### src/rtl/rom_loader.sv
// HPS ioctl byte download packed into 16-bit toggle-handshake word writes for the DDRAM controller.
// Defining ROM_LOADER_BYTESWAP_EN adds a byteswap input that selects little-endian word packing.

// Generic synchronous FIFO with occupancy count and synchronous clear.
// Latency: a pushed entry is visible at head_dat on the cycle after the push.
// Backpressure: push while full is ignored unless a pop happens in the same cycle.
module rom_loader_fifo #(
    parameter int unsigned W     = 8,
    parameter int unsigned DEPTH = 4
) (
    input  logic                   clk_sys,
    input  logic                   reset,
    input  logic                   clr,
    input  logic                   push_vld,
    input  logic [W-1:0]           push_dat,
    input  logic                   pop_vld,
    output logic [W-1:0]           head_dat,
    output logic [$clog2(DEPTH):0] count,
    output logic                   empty,
    output logic                   full
);
    localparam int unsigned AW = $clog2(DEPTH);
    localparam logic [AW:0] CNT_FULL = (AW+1)'(DEPTH);

    logic [W-1:0]  mem [DEPTH];
    logic [AW-1:0] wr_ptr;
    logic [AW-1:0] rd_ptr;
    logic          do_push;
    logic          do_pop;

    assign empty    = (count == '0);
    assign full     = (count == CNT_FULL);
    assign do_pop   = pop_vld && !empty;
    assign do_push  = push_vld && (!full || do_pop);
    assign head_dat = mem[rd_ptr];

    always_ff @(posedge clk_sys) begin
        if (reset || clr) begin
            wr_ptr <= '0;
            rd_ptr <= '0;
            count  <= '0;
        end else begin
            if (do_push) wr_ptr <= wr_ptr + AW'(1);
            if (do_pop)  rd_ptr <= rd_ptr + AW'(1);
            count <= count + {{AW{1'b0}}, do_push} - {{AW{1'b0}}, do_pop};
        end
    end

    always_ff @(posedge clk_sys) begin
        if (do_push) mem[wr_ptr] <= push_dat;
    end
endmodule

// Packs ioctl download bytes into words and issues them on the wraddr/din/we_req toggle handshake.
// Latency: a packed word is requested one cycle after it reaches the FIFO head with no request pending.
// Backpressure: ioctl_wait at FIFO_DEPTH-1 entries; bytes arriving at full FIFO are dropped and flag overrun.
module rom_loader #(
    parameter int unsigned FIFO_DEPTH = 4,
    parameter logic [7:0]  PAD_BYTE   = 8'h00
) (
    input  logic        clk_sys,
    input  logic        reset,
    input  logic        ioctl_download,
    input  logic        ioctl_wr,
    input  logic [27:0] ioctl_addr,
    input  logic [7:0]  ioctl_dout,
`ifdef ROM_LOADER_BYTESWAP_EN
    input  logic        byteswap,
`endif
    output logic        ioctl_wait,
    output logic [27:0] wraddr,
    output logic [15:0] din,
    output logic        we_req,
    input  logic        we_ack,
    output logic        load_done,
    output logic        overrun
);
    localparam int unsigned CW = $clog2(FIFO_DEPTH) + 1;
    localparam logic [CW-1:0] CNT_WAIT = CW'(FIFO_DEPTH - 1);

    typedef enum logic [1:0] {ST_IDLE, ST_LOAD, ST_FLUSH, ST_DONE} state_t;

    typedef struct packed {
        logic [26:0] addr;
        logic [15:0] word;
    } entry_t;

    state_t        state;
    state_t        state_nxt;
    logic          dl_q;
    logic          half;
    logic [7:0]    hi_byte;
    logic [26:0]   hi_addr;
    logic          got_byte;
    logic [27:0]   max_addr;
    logic          busy;
    logic          swap_q;
    entry_t        push_dat;
    entry_t        head_dat;
    logic          push_vld;
    logic          pop_vld;
    logic          fifo_empty;
    logic          fifo_full;
    logic [CW-1:0] fifo_count;
    logic          start;
    logic          req_pend;
    logic          engine_on;
    logic          issue;
    logic          byte_vld;
    logic          byte_ok;
    logic          byte_drop;
    logic          flush_push;
    logic          done_go;

    function automatic logic [15:0] pack_word(input logic [7:0] even_b,
                                              input logic [7:0] odd_b,
                                              input logic       swap);
        return swap ? {odd_b, even_b} : {even_b, odd_b};
    endfunction

`ifdef ROM_LOADER_BYTESWAP_EN
    always_ff @(posedge clk_sys) begin
        if (reset)      swap_q <= 1'b0;
        else if (start) swap_q <= byteswap;
    end
`else
    assign swap_q = 1'b0;
`endif

    assign start      = (state == ST_IDLE) && ioctl_download && !dl_q;
    assign req_pend   = we_req ^ we_ack;
    assign engine_on  = (state == ST_LOAD) || (state == ST_FLUSH);
    assign pop_vld    = engine_on && busy && !req_pend;
    assign issue      = engine_on && !busy && !fifo_empty && !req_pend;
    assign byte_vld   = (state == ST_LOAD) && ioctl_wr;
    assign byte_drop  = byte_vld && fifo_full;
    assign byte_ok    = byte_vld && !fifo_full;
    assign flush_push = (state == ST_FLUSH) && half && (!fifo_full || pop_vld);
    assign done_go    = (state == ST_FLUSH) && (state_nxt == ST_DONE);
    assign ioctl_wait = (fifo_count >= CNT_WAIT);

    // Odd byte completes its word; an even byte over a pending half word pushes the padded old one.
    always_comb begin
        push_vld      = 1'b0;
        push_dat.addr = hi_addr;
        push_dat.word = pack_word(hi_byte, PAD_BYTE, swap_q);
        if (byte_ok && ioctl_addr[0]) begin
            push_vld      = 1'b1;
            push_dat.addr = ioctl_addr[27:1];
            push_dat.word = pack_word(half ? hi_byte : PAD_BYTE, ioctl_dout, swap_q);
        end else if (byte_ok && half) begin
            push_vld = 1'b1;
        end else if (flush_push) begin
            push_vld = 1'b1;
        end
    end

    rom_loader_fifo #(
        .W     ($bits(entry_t)),
        .DEPTH (FIFO_DEPTH)
    ) u_fifo (
        .clk_sys  (clk_sys),
        .reset    (reset),
        .clr      (start),
        .push_vld (push_vld),
        .push_dat (push_dat),
        .pop_vld  (pop_vld),
        .head_dat (head_dat),
        .count    (fifo_count),
        .empty    (fifo_empty),
        .full     (fifo_full)
    );

    always_ff @(posedge clk_sys) begin
        if (reset) state <= ST_IDLE;
        else       state <= state_nxt;
    end

    always_comb begin
        state_nxt = state;
        load_done = 1'b0;
        case (state)
            ST_IDLE:  if (start) state_nxt = ST_LOAD;
            ST_LOAD:  if (!ioctl_download) state_nxt = ST_FLUSH;
            ST_FLUSH: if (!half && fifo_empty && !req_pend) state_nxt = ST_DONE;
            ST_DONE: begin
                load_done = 1'b1;
                state_nxt = ST_IDLE;
            end
            default:  state_nxt = ST_IDLE;
        endcase
    end

    // dl_q reloads from ioctl_download so a download already in progress at reset is not resumed.
    always_ff @(posedge clk_sys) begin
        if (reset) begin
            dl_q     <= ioctl_download;
            we_req   <= we_ack;
            wraddr   <= '0;
            din      <= '0;
            overrun  <= 1'b0;
            half     <= 1'b0;
            hi_byte  <= '0;
            hi_addr  <= '0;
            busy     <= 1'b0;
            got_byte <= 1'b0;
            max_addr <= '0;
        end else begin
            dl_q <= ioctl_download;
            if (start) begin
                wraddr   <= '0;
                overrun  <= 1'b0;
                half     <= 1'b0;
                busy     <= 1'b0;
                got_byte <= 1'b0;
                max_addr <= '0;
            end else begin
                if (issue) begin
                    wraddr <= {head_dat.addr, 1'b0};
                    din    <= head_dat.word;
                    we_req <= ~we_req;
                    busy   <= 1'b1;
                end
                if (pop_vld)   busy    <= 1'b0;
                if (byte_drop) overrun <= 1'b1;
                if (byte_ok) begin
                    got_byte <= 1'b1;
                    if (!got_byte || (ioctl_addr > max_addr)) max_addr <= ioctl_addr;
                    if (ioctl_addr[0]) begin
                        half <= 1'b0;
                    end else begin
                        half    <= 1'b1;
                        hi_byte <= ioctl_dout;
                        hi_addr <= ioctl_addr[27:1];
                    end
                end
                if (flush_push) half <= 1'b0;
                if (done_go) wraddr <= got_byte ? {max_addr[27:1] + 27'd1, 1'b0} : 28'd0;
            end
        end
    end
endmodule

### config.mk
export PLATFORM = sky130hd
export DESIGN_NAME = rom_loader
export DESIGN_NICKNAME = d
export VERILOG_FILES = /design/src/rtl/rom_loader.sv
export SDC_FILE = /design/constraint.sdc
export NUM_CORES = 1
export LEC_CHECK = 0
export ABC_AREA = 1
export ABC_CLOCK_PERIOD_IN_PS = 4800
export BUFFER_PORTS_ARGS = -buffer_cell sky130_fd_sc_hd__buf_2
export CORE_AREA = 2 2 152 154
export CTS_CLUSTER_DIAMETER = 150
export DETAILED_ROUTE_END_ITERATION = 8
export DIE_AREA = 0 0 154 156
export GPL_TIMING_DRIVEN = 0
export PLACE_DENSITY = 0.82
export SETUP_SLACK_MARGIN = 0.05
export SYNTH_ARGS = -nofsm -noshare
export SYNTH_HDL_FRONTEND = slang
export SYNTH_SLANG_ARGS = --single-unit
### constraint.sdc
create_clock -name clk_sys -period 4.8 [get_ports clk_sys]
set_clock_uncertainty 0.05 [all_clocks]
set_input_delay 0.96 -clock clk_sys [delete_from_list [all_inputs] [get_ports clk_sys]]
set_output_delay 0.96 -clock clk_sys [all_outputs]
set_load 0.05 [all_outputs]
**After elaboration in Yosys (flattened, before gate mapping)**

Memory sizes are Yosys's and may differ from the RTL's. A register that Yosys moved wholly into a read port is not among the register bits.
Cells that the tools add are included.

- Memory bits (writable): 172
- Bits in latches: 0
- Word-level logic and storage cells: 96
- Memory bits (read-only): 0
- Memories: 1
- Output and inout bits: 48
- Input port bits: 41
- Register bits after elaboration: 122

- Divide/modulo/power cells: 0
- Magnitude comparators: 2
- Reductions and logical operators: 42
- Shift operators: 0
- Equal/unequal tests: 6
- Multipliers: 0
- Multiplexer cells: 21
- Bitwise logic cells: 4
- $add $sub $neg: 5

Memories:

| memory | depth | width | rd ports | clocked after Yosys merged registers in | wr ports | line | source |
|---|---|---|---|---|---|---|---|
| u_fifo.mem | 4 | 43 | 1 | 1 | 1 | 25 | `logic [W-1:0] mem [DEPTH];` |

Operator list:

| operator | count |
|---|---|
| 28-bit 2-to-1 mux | 3 |
| 43-bit 2-to-1 mux | 1 |
| 28-bit > comparator | 1 |
| 27-bit by 1-bit adder with 27-bit output (second input constant) | 1 |
| 1-bit logical AND | 19 |
| 1-bit 2-to-1 mux | 10 |
| 2-bit 2-to-1 mux | 5 |
| 8-bit 2-to-1 mux | 1 |
| 2-bit one-hot mux with 4 select lines | 1 |
| 1-bit logical NOT | 7 |
| 2-bit == test (second input constant) | 3 |
| 2-bit AND reduction | 3 |
| 3-bit OR reduction | 2 |
| 1-bit logical OR | 5 |
| 2-bit by 1-bit adder with 2-bit output (second input constant) | 2 |
| 2-bit nonzero test | 2 |
| 3-bit by 1-bit adder with 3-bit output | 1 |
| 3-bit == test (second input constant) | 1 |
| 3-bit by 2-bit greater-or-equal comparator with 1-bit output (second input constant) | 1 |
| 3-bit logical NOT | 1 |
| 1-bit NOT | 3 |
| 3-bit AND reduction | 1 |
| 3-bit by 1-bit subtractor with 3-bit output | 1 |
| 2-bit by 1-bit == test with 1-bit output (second input constant) | 1 |
| other kinds (4) | 4 |

**Depth between registers and ports, before layout**

- Depth in word-level cells: 12
- Depth in mapped cells: 17

**By module**

From an unflattened synthesis, not the netlist that was laid out.

- Cells, all modules: 1385
- Area total of the unflattened synthesis: 13753.2 µm²

Modules (own cells, without submodules):

| module | seq. area each (µm²) | area an instance (µm²) | cells an instance | times used |
|---|---|---|---|---|
| rom_loader_fifo | 5345.1 | 7429.6 | 485 | 1 |
| rom_loader | 2292.2 | 6323.6 | 900 | 1 |

**Worst setup path after synthesis**

OpenSTA, ideal clock, no wires.

- Kind: input to register
- Start: input port we_ack
- End: memory u_fifo.mem[0][0] (netlist bit), enable pin
- Data arrival time: 3.473 ns
- Required time: 4.307 ns
- Buffers on the path: 0
- Path slack: 0.833 ns
- Stages on the path: 8
- Library setup time: 0.443 ns
- Path through: xor2_1 nor2_1 nand2_1 nand2_1 nand3_1 nand2_1 inv_1 nor2_1

- Word-level cells in the longest chain between the ends: 11
- Elaborated cells between the ends (all ways): 13
- Those cells by class: mux: 5; bitwise: 1; reduce/logical: 7

RTL lines:

| element | line | source |
|---|---|---|
| start: declaration | 74 | `input logic we_ack,` |
| 1-bit bitwise XOR (*) | 131 | `assign req_pend = we_req ^ we_ack;` |
| 1-bit logical NOT (*) | 133 | `assign pop_vld = engine_on && busy && !req_pend;` |
| 1-bit logical AND (*) | 133 |  |
| 1-bit logical OR | 138 | `assign flush_push = (state == ST_FLUSH) && half && (!fifo_full \|\| pop_vld);` |
| 1-bit logical AND | 138 |  |
| 1-bit 2-to-1 mux | 153 | `end else if (flush_push) begin` |
| 1-bit 2-to-1 mux | 151 | `end else if (byte_ok && half) begin` |
| 1-bit 2-to-1 mux | 147 | `if (byte_ok && ioctl_addr[0]) begin` |
| 1-bit logical AND (*) | 34 | `assign do_push = push_vld && (!full \|\| do_pop);` |
| net u_fifo.do_push | 28 | `logic do_push;` |
| 1-bit 2-to-1 mux (*) | 50 | `if (do_push) mem[wr_ptr] <= push_dat;` |
| 1-bit 2-to-1 mux (not written as such) (*) | 50 |  |
| end: declaration | 25 |  |

Mark *: on every way through the listed nets, which the timed path passes. The rest lies on a longest branch.

**Worst setup path after layout**

- Start: register state[0]
- End: memory u_fifo.mem[0][15] (netlist bit), enable pin

- Word-level cells in the longest chain between the ends: 12
- Elaborated cells between the ends (all ways): 20
- Those cells by class: eq/ne: 2; mux: 5; reduce/logical: 13

RTL lines:

| element | line | source |
|---|---|---|
| start: declaration | 88 | `state_t state;` |
| start signal: assignment | 176 | `else state <= state_nxt;` |
| 2-bit by 1-bit == test with 1-bit output or 2-bit == test (tied branches) | 132, 135, 138 |  |
| 1-bit logical OR | 132 | `assign engine_on = (state == ST_LOAD) \|\| (state == ST_FLUSH);` |
| 1-bit logical AND (2 in a row) | 133 |  |
| 1-bit logical OR | 138 |  |
| 1-bit logical AND | 138 |  |
| 1-bit 2-to-1 mux | 153 |  |
| 1-bit 2-to-1 mux | 151 |  |
| 1-bit 2-to-1 mux | 147 |  |
| 1-bit logical AND (*) | 34 |  |
| net u_fifo.do_push | 28 |  |
| 1-bit 2-to-1 mux (*) | 50 |  |
| 1-bit 2-to-1 mux (not written as such) (*) | 50 |  |

Marked as above.

==> impl_metrics.py <==
metrics = {
    "floorplan": {
        "design.core.area_mm2": 0.02237,
        "dieArea_mm2": 0.02402,
        "chipHeight_um": 156,
        "start_util": 0.5884,
        "rows": 55,
        "io_pins": 89,
        "die_w_um": 154,
    },
    "power_and_ir_drop": {
        "p_int_w": 0.004427,
        "irDropWorstVdd_mv": 0.3092,
        "clkPwrFrac": 0.461,
        "p_seq_frac": 0.485,
        "switchingPower_w": 0.001218,
        "p_per_area_mw_per_mm2": 371.8,
        "combPwrFrac": 0.054,
        "swShare": 0.2158,
        "p_leak_nw": 5.959,
    },
    "logic_synthesis": {
        "synth-adder-area-share": 0.04051,
        "synth_top_cell_by_area": "edfxtp_1",
        "yosysUniqueCellTypes": 45,
        "synth_ff_type": "edfxtp_1",
        "synthesis.area_mm2": 0.01316,
        "syn_area_per_cell_um2": 9.300,
        "synth_compound_area_frac": 0.1313,
        "synth_cells": 1415,
        "ys_ff_latch": 295,
        "yosysTopAreaCellShare": 0.3948,
        "yosysSeqAreaShare": 0.5804,
        "synthArstFlopShare": 0,
        "synth_nets": 1498,
        "ys_top_cells_by_area": "edfxtp_1, dfxtp_1, o21ai_0",
        "synth_most_common_cell": "nand2_1",
        "synth.area.mux_share": 0,
        "yosys.area_share.simple": 0.1724,
        "ys_top_cells_by_count": "nand2_1, nor2_1, o21ai_0",
        "yosys_warnings": 0,
        "synth_top_family_by_area": "simple AND/OR/NAND/NOR gates",
        "synth_edf_count": 173,
        "yosys.area_share.xor_xnor": 0.005325,
    },
    "finish": {
        "fin_nets": 1621,
        "drive_gt1_frac": 0.1274,
        "diodes": 0,
        "final_cell_count_no_fill": 1847,
        "fin_util": 0.6789,
        "area_growth_syn_to_layout_pct": 15.39,
    },
    "worst_setup_path": {
        "start_kind": "register",
        "rr_endpoint": "u_fifo.mem[0][15]$_DFFE_PP_",
        "worstPathMaxFanout": 25,
        "r2r-start": "state[0]$_SDFF_PP0_",
        "critPathCaptureType": "register",
        "worst_ep_arrival_time_ns": 3.35,
        "crit_type": "reg2reg",
        "rrSetupSlack_ns": 1.65,
        "required_ns": 5.00,
        "worst_r2r_path_depth": 11,
    },
    "global_routing": {
        "grt_pass1_wl_um": 53160,
        "first_global_vias": 10050,
        "grt-ovfl-total": 0,
        "groute.usage.overall": 0.2845,
        "antenna_found_initial": 1,
        "grt_start_max_net_pins": 31,
    },
    "clock_tree": {
        "cts_tree": "built",
        "clkTransAtPathRegs_ns": 0.07,
        "cts.repair.resized": 0,
        "numCtsBuffers": 30,
        "postCtsHoldBufs": 0,
        "cts_max_path_buffers": 3,
        "clk-insertion-delay-late_ns": 0.56,
        "htree_levels": 1,
        "cts.sinks": 295,
        "cts_root_buf": "clkbuf_16",
        "cts_setup_buffers": 0,
    },
    "placement": {
        "dpl.cell_count": 1791,
        "dp_worst_setup_slack_ns": 1.384,
        "numPortBuffers": 87,
        "hpwl_um": 24710,
        "routabilityCongestion": 0.9760,
    },
    "flow_run": {
        "cap_viol_max_count": 0,
    },
    "drt": {
        "postRouteAntennaNets": 0,
        "wire_per_inst_um": 18.55,
        "first_pass_iters": 7,
        "dr_total_vias": 10680,
        "drt_iter0_markers": 1141,
        "remaining_drc_errors": 0,
        "wl_um": 34260,
        "vias_per_cell": 5.783,
    },
    "hold_path": {
        "hold_class": "reg2reg",
        "min_delay_path_depth": 2,
        "whs_endpoint": "overrun$_SDFFE_PP0P_",
        "hp-start": "overrun$_SDFFE_PP0P_",
    },
    "timing": {
        "fmax_mhz": 317.6,
        "fin_hold_ws_ns": 0.4014,
        "finalMaxSlewViolations": 0,
        "hold_violations": 0,
        "period_share": 0.6560,
        "tightest_slew_ns": 0.8869,
        "setup_slack_ns": 1.651,
        "rsz0062_at_grt": "false",
        "fin_crit_ns": 3.149,
        "relSlewSlack": 0.4073,
        "setup_viol": 0,
    },
    "run_status": {
        "status": "finished, final reports clean",
    },
}
critical path, cell delays in order, from the launching register on:
cell and delay, ns:
dfxtp_1 0.42, inv_1 0.12, ha_1 0.37, nand2_1 0.08
nor2_1 0.15, nand2_1 0.12, nand2_1 0.08, nand3_1 0.09
nand2_1 0.14, inv_1 0.21, nor2_4 0.74, buf_16 0.25
logic make-up after synthesis:
logic type	after synthesis
XOR/XNOR	8
buffers and inverters	226
AO/OA/AOI/OAI	327
AND/OR/NAND/NOR	516
adder cells (fa/ha/maj)	42
flip-flops	295
other	1
routing by layer:
metal  track usage  share of wire
met5             0        0.00020
met4        0.1019          0.028
met3       0.04250          0.087
met2        0.4894           0.49
met1        0.3693           0.40
cell usage in the layout, fill, tap and decap left out, drive strengths merged:
master,count
a21o,3
clkinvlp,1
o21a,1
fa,1
clkinv,12
o21ai,182
dfxtp,122
xor2,7
ha,41
o2111a,1
a21oi,92
nand2,187
edfxtp,173
xnor2,1
conb,1
nor3,11
clkbuf,79
bufinv,8
a211oi,2
nor2,186
nand4,20
o22ai,27
a31oi,19
inv,152
and2,1
or2,3
nor4,1
nand3,105
buf,121
nand3b,2
stage by stage:
stage               power (W)  TNS (ns)  area (um^2)
floorplan            0.002977         0        13160
global placement     0.003077   -113.81        13950
detailed placement   0.003091         0        14070
CTS                  0.005638         0        15180
global route         0.005776         0        15180
finish               0.005645         0        15180
flip-flops by register name (all words and copies together) (netlist names), 2 cells and up, named ones only:
signal         count
u_fifo.mem       172
wraddr            27
max_addr          28
hi_byte            8
u_fifo.count       3
din               16
u_fifo.wr_ptr      2
hi_addr           27
state              2
u_fifo.rd_ptr      2
power by group through the flow:
stage	Clock, W	Combinational (W)	Sequential, W
finish	0.00260	0.000306	0.00274
global route	0.00269	0.000340	0.00274
CTS	0.00260	0.000302	0.00274
detailed placement	0	0.000299	0.00279
global placement	0	0.000285	0.00279
floorplan	0	0.000183	0.00279
cell type report:
cell class	instances	area [um^2]
flip-flops and latches	295	7637
fillers	1658	7181
multi-input cells	894	4633
clock buffers	35	800.8
inverters	152	573.1
repair buffers	91	523.0
well taps	285	356.6
plain buffers	74	345.3
clock inverters	21	315.3
worst max path at each step:
stage | from | cells after the start | slack (ns) | end
final | state[0]$_SDFF_PP0_ | 11 | 1.65 | u_fifo.mem[0][15]$_DFFE_PP_
after global routing | state[0]$_SDFF_PP0_ | 11 | 1.49 | u_fifo.mem[0][25]$_DFFE_PP_
after CTS | state[0]$_SDFF_PP0_ | 11 | 1.68 | u_fifo.mem[0][3]$_DFFE_PP_
after detailed placement | we_ack | 10 | 1.38 | u_fifo.mem[0][22]$_DFFE_PP_
after global placement | we_ack | 9 | -0.73 | u_fifo.mem[1][17]$_DFFE_PP_
after floorplan | we_ack | 8 | 0.83 | u_fifo.mem[0][0]$_DFFE_PP_
(Power assumes the default switching activity.)
